### src/rtl/sync_fifo_param.sv
// Parametrised single-clock FIFO between the master module and the memory controller.
// Supports standard registered read or first-word-fall-through, occupancy count, thresholds and sticky error flags.
module sync_fifo_param #(
    parameter int unsigned DATA_WIDTH = 8,
    parameter int unsigned DEPTH      = 16,
    parameter int unsigned AF_THRESH  = DEPTH - 2,
    parameter int unsigned AE_THRESH  = 2,
    parameter bit          FWFT       = 1'b0
) (
    input  logic                    clk_mem,
    input  logic                    reset,
    input  logic                    wr_en,
    input  logic [DATA_WIDTH-1:0]   data_in,
    input  logic                    rd_en,
    input  logic                    clr_err,
    output logic [DATA_WIDTH-1:0]   data_out,
    output logic                    full,
    output logic                    empty,
    output logic                    almost_full,
    output logic                    almost_empty,
    output logic [$clog2(DEPTH):0]  count,
    output logic                    overflow,
    output logic                    underflow
);

    localparam int unsigned AW = $clog2(DEPTH);
    localparam int unsigned CW = AW + 1;
    localparam logic [CW-1:0] DEPTH_C = CW'(DEPTH);
    localparam logic [CW-1:0] AF_C    = CW'(AF_THRESH);
    localparam logic [CW-1:0] AE_C    = CW'(AE_THRESH);

    logic [DATA_WIDTH-1:0] mem [DEPTH];
    logic [AW-1:0]         wr_ptr;
    logic [AW-1:0]         rd_ptr;
    logic                  wr_acc;
    logic                  rd_acc;

    // Status flags decode only the registered count, so no input reaches an output combinationally.
    always_comb begin
        full         = (count == DEPTH_C);
        empty        = (count == '0);
        almost_full  = (count >= AF_C);
        almost_empty = (count <= AE_C);
    end

    // A full FIFO refuses writes even when a read frees a slot in the same cycle.
    always_comb begin
        wr_acc = wr_en && !full;
        rd_acc = rd_en && !empty;
    end

    always_ff @(posedge clk_mem) begin
        if (wr_acc) begin
            mem[wr_ptr] <= data_in;
        end
    end

    always_ff @(posedge clk_mem or posedge reset) begin
        if (reset) begin
            wr_ptr <= '0;
            rd_ptr <= '0;
            count  <= '0;
        end else begin
            if (wr_acc) begin
                wr_ptr <= wr_ptr + AW'(1);
            end
            if (rd_acc) begin
                rd_ptr <= rd_ptr + AW'(1);
            end
            case ({wr_acc, rd_acc})
                2'b10:   count <= count + CW'(1);
                2'b01:   count <= count - CW'(1);
                default: count <= count;
            endcase
        end
    end

    // Sticky errors: a new error in the clearing cycle keeps the flag set.
    always_ff @(posedge clk_mem or posedge reset) begin
        if (reset) begin
            overflow  <= 1'b0;
            underflow <= 1'b0;
        end else begin
            if (wr_en && full) begin
                overflow <= 1'b1;
            end else if (clr_err) begin
                overflow <= 1'b0;
            end
            if (rd_en && empty) begin
                underflow <= 1'b1;
            end else if (clr_err) begin
                underflow <= 1'b0;
            end
        end
    end

    generate
        if (FWFT) begin : g_fwft
            always_comb begin
                data_out = empty ? '0 : mem[rd_ptr];
            end
        end else begin : g_std
            always_ff @(posedge clk_mem or posedge reset) begin
                if (reset) begin
                    data_out <= '0;
                end else if (rd_acc) begin
                    data_out <= mem[rd_ptr];
                end
            end
        end
    endgenerate

endmodule

### config.mk
export PLATFORM = sky130hd
export DESIGN_NAME = sync_fifo_param
export DESIGN_NICKNAME = d
export VERILOG_FILES = /design/src/rtl/sync_fifo_param.sv
export SDC_FILE = /design/constraint.sdc
export NUM_CORES = 1
export LEC_CHECK = 0
export ABC_AREA = 1
export CORE_AREA = 2 2 152 117
export DETAILED_ROUTE_END_ITERATION = 10
export DIE_AREA = 0 0 154 119
export SETUP_SLACK_MARGIN = 0.1
export SKIP_CTS_REPAIR_TIMING = 1
export SLEW_MARGIN = 20
export SYNTH_ARGS = -nofsm -noshare
export SYNTH_HDL_FRONTEND = slang
export SYNTH_SLANG_ARGS = --single-unit
### constraint.sdc
create_clock -name clk_mem -period 2.5 [get_ports clk_mem]
set_clock_uncertainty 0.2 [all_clocks]
set_input_delay 0.5 -clock clk_mem [delete_from_list [all_inputs] [get_ports clk_mem]]
set_output_delay 0.5 -clock clk_mem [all_outputs]
set_load 0.005 [all_outputs]
==> results.py <==
metrics = {
    "logic_synthesis": {
        "yosys_register_bits": 151,
        "async_reset_ff_share_pct": 15.2,
        "seq_area_frac_synth_pct": 65.2,
        "synth-edff-count": 128,
        "synth_top_flop_cell": "edfxtp_1",
        "ys_types": 23,
        "syn_avg_cell_area_sq_um": 9.97,
        "syn_area_sq_um": 6780,
        "syn_nets": 702,
        "yosys_warnings": 0,
        "synthCells": 680,
    },
    "sta": {
        "max_slew_margin_pct": 48.8,
        "final-setup-viol-count": 0,
        "hold_violations": 0,
        "hold_slack_ns": 0.201,
        "final-max-slew-violation-count": 0,
        "rsz0062_at_grt": "true",
        "max_freq_ghz": 0.423,
        "layout_setup_ws_ns": 0.138,
        "tightest_slew_ns": 0.766,
        "final.setup.tns_ns": 0,
        "post-route-period-util_pct": 94.5,
        "min_period_ns": 2.36,
    },
    "layout": {
        "fin_nets": 763,
        "drive_gt1_share_pct": 10.9,
        "antenna-diode-count": 0,
        "final_core_util_pct": 47.5,
        "syn2layout_area_growth_pct": 19.7,
    },
    "clock_network": {
        "cts_tree": "yes",
        "clock_sinks": 151,
        "clock_path_buffers": 2,
        "cts_buffers": 17,
        "root_buffer": "clkbuf_16",
        "path_clk_slew_ns": 0.06,
        "clk-insertion-delay-late_ns": 0.42,
        "ctsHtreeMaxLevel": 4,
    },
    "power_and_ir_drop": {
        "p_seq_share_pct": 36.1,
        "p_int_w": 0.00596,
        "combPwrFrac_pct": 35.2,
        "p_clk_share_pct": 28.7,
        "p_sw_share_pct": 35.4,
        "p_per_area_nw_per_um2": 1140,
        "power_w": 0.00923,
        "switching_power_w": 0.00327,
        "leakage_nw": 3.66,
        "ir_worst_vdd_v": 0.000757,
    },
    "placement": {
        "io_buffers": 31,
        "gp_congestion": 0.878,
        "pre_cts_ws_ns": -0.181,
        "dp_hpwl_mm": 10.1,
    },
    "worst_setup_path": {
        "crit_path_frequent_cell": "nand2_1",
        "slowest_delay_ns": 0.46,
        "arrival_ns": 2.52,
        "crit_path_max_fanout": 5,
        "cp_cell_sequence": "inv_2 > nand4_1 > nand2_1 > inv_2 > ha_4 > ha_1 > inv_1 > o21bai_1 > inv_1 > nand2_1 > xor2_1 > nand2_1 > nand2_1",
        "crit_required_ns": 2.66,
        "end_kind": "flop",
        "path_class": "flop to flop",
        "r2r_slack_ns": 0.14,
        "crit_slowest_cell": "dfrtp_1",
        "worstSetupStartpointType": "flop",
    },
    "detailed_routing": {
        "via_per_inst": 4.80,
        "wl_mm": 15.1,
        "drtIter0Drc": 391,
        "ant_nets": 0,
        "vias": 4679,
        "firstDrtPassIters": 5,
        "routedWlPerCell_um": 15.5,
        "drc": 0,
    },
    "run": {
        "maxCapViolations": 0,
    },
    "grt": {
        "grt_pass1_wl_mm": 24.2,
        "grt_max_degree": 46,
        "first_global_vias": 4507,
        "grt_usage_pct": 17.7,
        "use_met3_pct": 3.68,
        "antenna_found_initial": 0,
        "busiest_layer": "met2",
        "use_met2_pct": 27.3,
        "use_met1_pct": 25.1,
        "overflow": 0,
    },
    "status": {
        "outcome": "finished, final reports clean",
    },
    "floorplanning": {
        "core_sq_um": 17100,
        "start_util_pct": 39.7,
        "io_pins": 32,
        "dieArea_sq_um": 18300,
        "fp.dieW_um": 154,
        "die_y_um": 119,
        "rows": 42,
    },
    "min_path": {
        "min_path_type": "primary input to asynchronous set/reset pin",
    },
}
## cell usage after synthesis, types with 5 or more instances
| cell | n | share of area, % |
|---|---|---|
| nor2_1 | 18 | 1.0 |
| buf_4 | 8 | 0.89 |
| dfrtp_1 | 23 | 8.5 |
| inv_2 | 9 | 0.50 |
| edfxtp_1 | 128 | 57 |
| xor2_1 | 9 | 1.2 |
| buf_6 | 5 | 0.83 |
| buf_2 | 12 | 0.89 |
| o21ai_1 | 5 | 0.37 |
| ha_1 | 9 | 1.7 |
| nand2_1 | 224 | 12 |
| inv_1 | 114 | 6.3 |
| nand3_1 | 103 | 7.6 |
## area by class of cell
cell class	count	area, sq um
Fill cell	1537	8960
Clock buffer	19	433
Multi-Input combinational cell	379	1740
Sequential cell	151	4420
Inverter	123	462
Timing Repair Buffer	69	606
Clock inverter	13	179
Tap cell	220	275
## final timing paths
check                            startpoint     endpoint  depth (start not counted)
worst min-delay path                  reset    underflow                          2
worst max register to register     count[4]     count[4]                         13
max in group asynchronous             reset  data_out[6]                          3
worst min register to register  data_out[6]  data_out[6]                          2
min in group clk_mem            data_out[6]  data_out[6]                          2
worst max-delay path               count[4]     count[4]                         13
## placed cells by master (no fill, tap or decap), drive strengths merged
master / instances
nand2: 225
edfxtp: 128
inv: 124
nand3: 103
buf: 38
clkdlybuf4s50: 27
dfrtp: 23
nor2: 19
clkbuf: 19
xor2: 9
ha: 9
o21ai: 7
clkinv: 5
bufinv: 4
dlymetal6s2s: 4
clkinvlp: 3
nand4: 2
xnor2: 2
a21boi: 1
a21oi: 1
o21bai: 1
## flip-flops by register name (all words and copies together), names as in the netlist
| signal | cells |
|---|---|
| rd_ptr | 4 |
| overflow | 1 |
| count | 5 |
| underflow | 1 |
| wr_ptr | 4 |
| mem | 128 |
| data_out | 8 |
## power groups by stage
stage | clock network [W] | logic, W | registers, W
floorplan | 0 | 0.00214 | 0.00333
global placement | 0 | 0.00317 | 0.00337
detailed placement | 0 | 0.00322 | 0.00338
CTS | 0.00268 | 0.00324 | 0.00333
global route | 0.00279 | 0.00363 | 0.00337
finish | 0.00265 | 0.00325 | 0.00334
## through the flow
stage          area (sq um)  cells
3_5_place_dp           7460    941
4_1_cts                8070    973
6_report               8120    974
2_1_floorplan          6780    680
3_3_place_gp           7460    941
5_1_grt                8120    974
## critical path: cells and delay by family (launching register included)
family / cells / cell delay [ns]
flops: 1 / 0.46
compound gates: 1 / 0.16
buf+inv: 4 / 0.29
simple gates: 5 / 0.52
fa+ha+maj: 2 / 0.48
xor+xnor: 1 / 0.18
## cell families (layout without fill, tap and decap cells)
| group | after synthesis | after routing | synth area share [%] |
|---|---|---|---|
| simple gates | 349 | 349 | 21.4 |
| flops | 151 | 151 | 65.2 |
| buf+inv | 150 | 224 | 9.53 |
| xor+xnor | 11 | 11 | 1.42 |
| compound gates | 10 | 10 | 0.812 |
| fa+ha+maj | 9 | 9 | 1.66 |
## per-layer routing
metal	wire length [um]	up-vias
met5	0	-
met4	194	0
met3	952	17
met2	6980	145
met1	7000	2234
li1	-	2283
(Power assumes the default switching activity.)
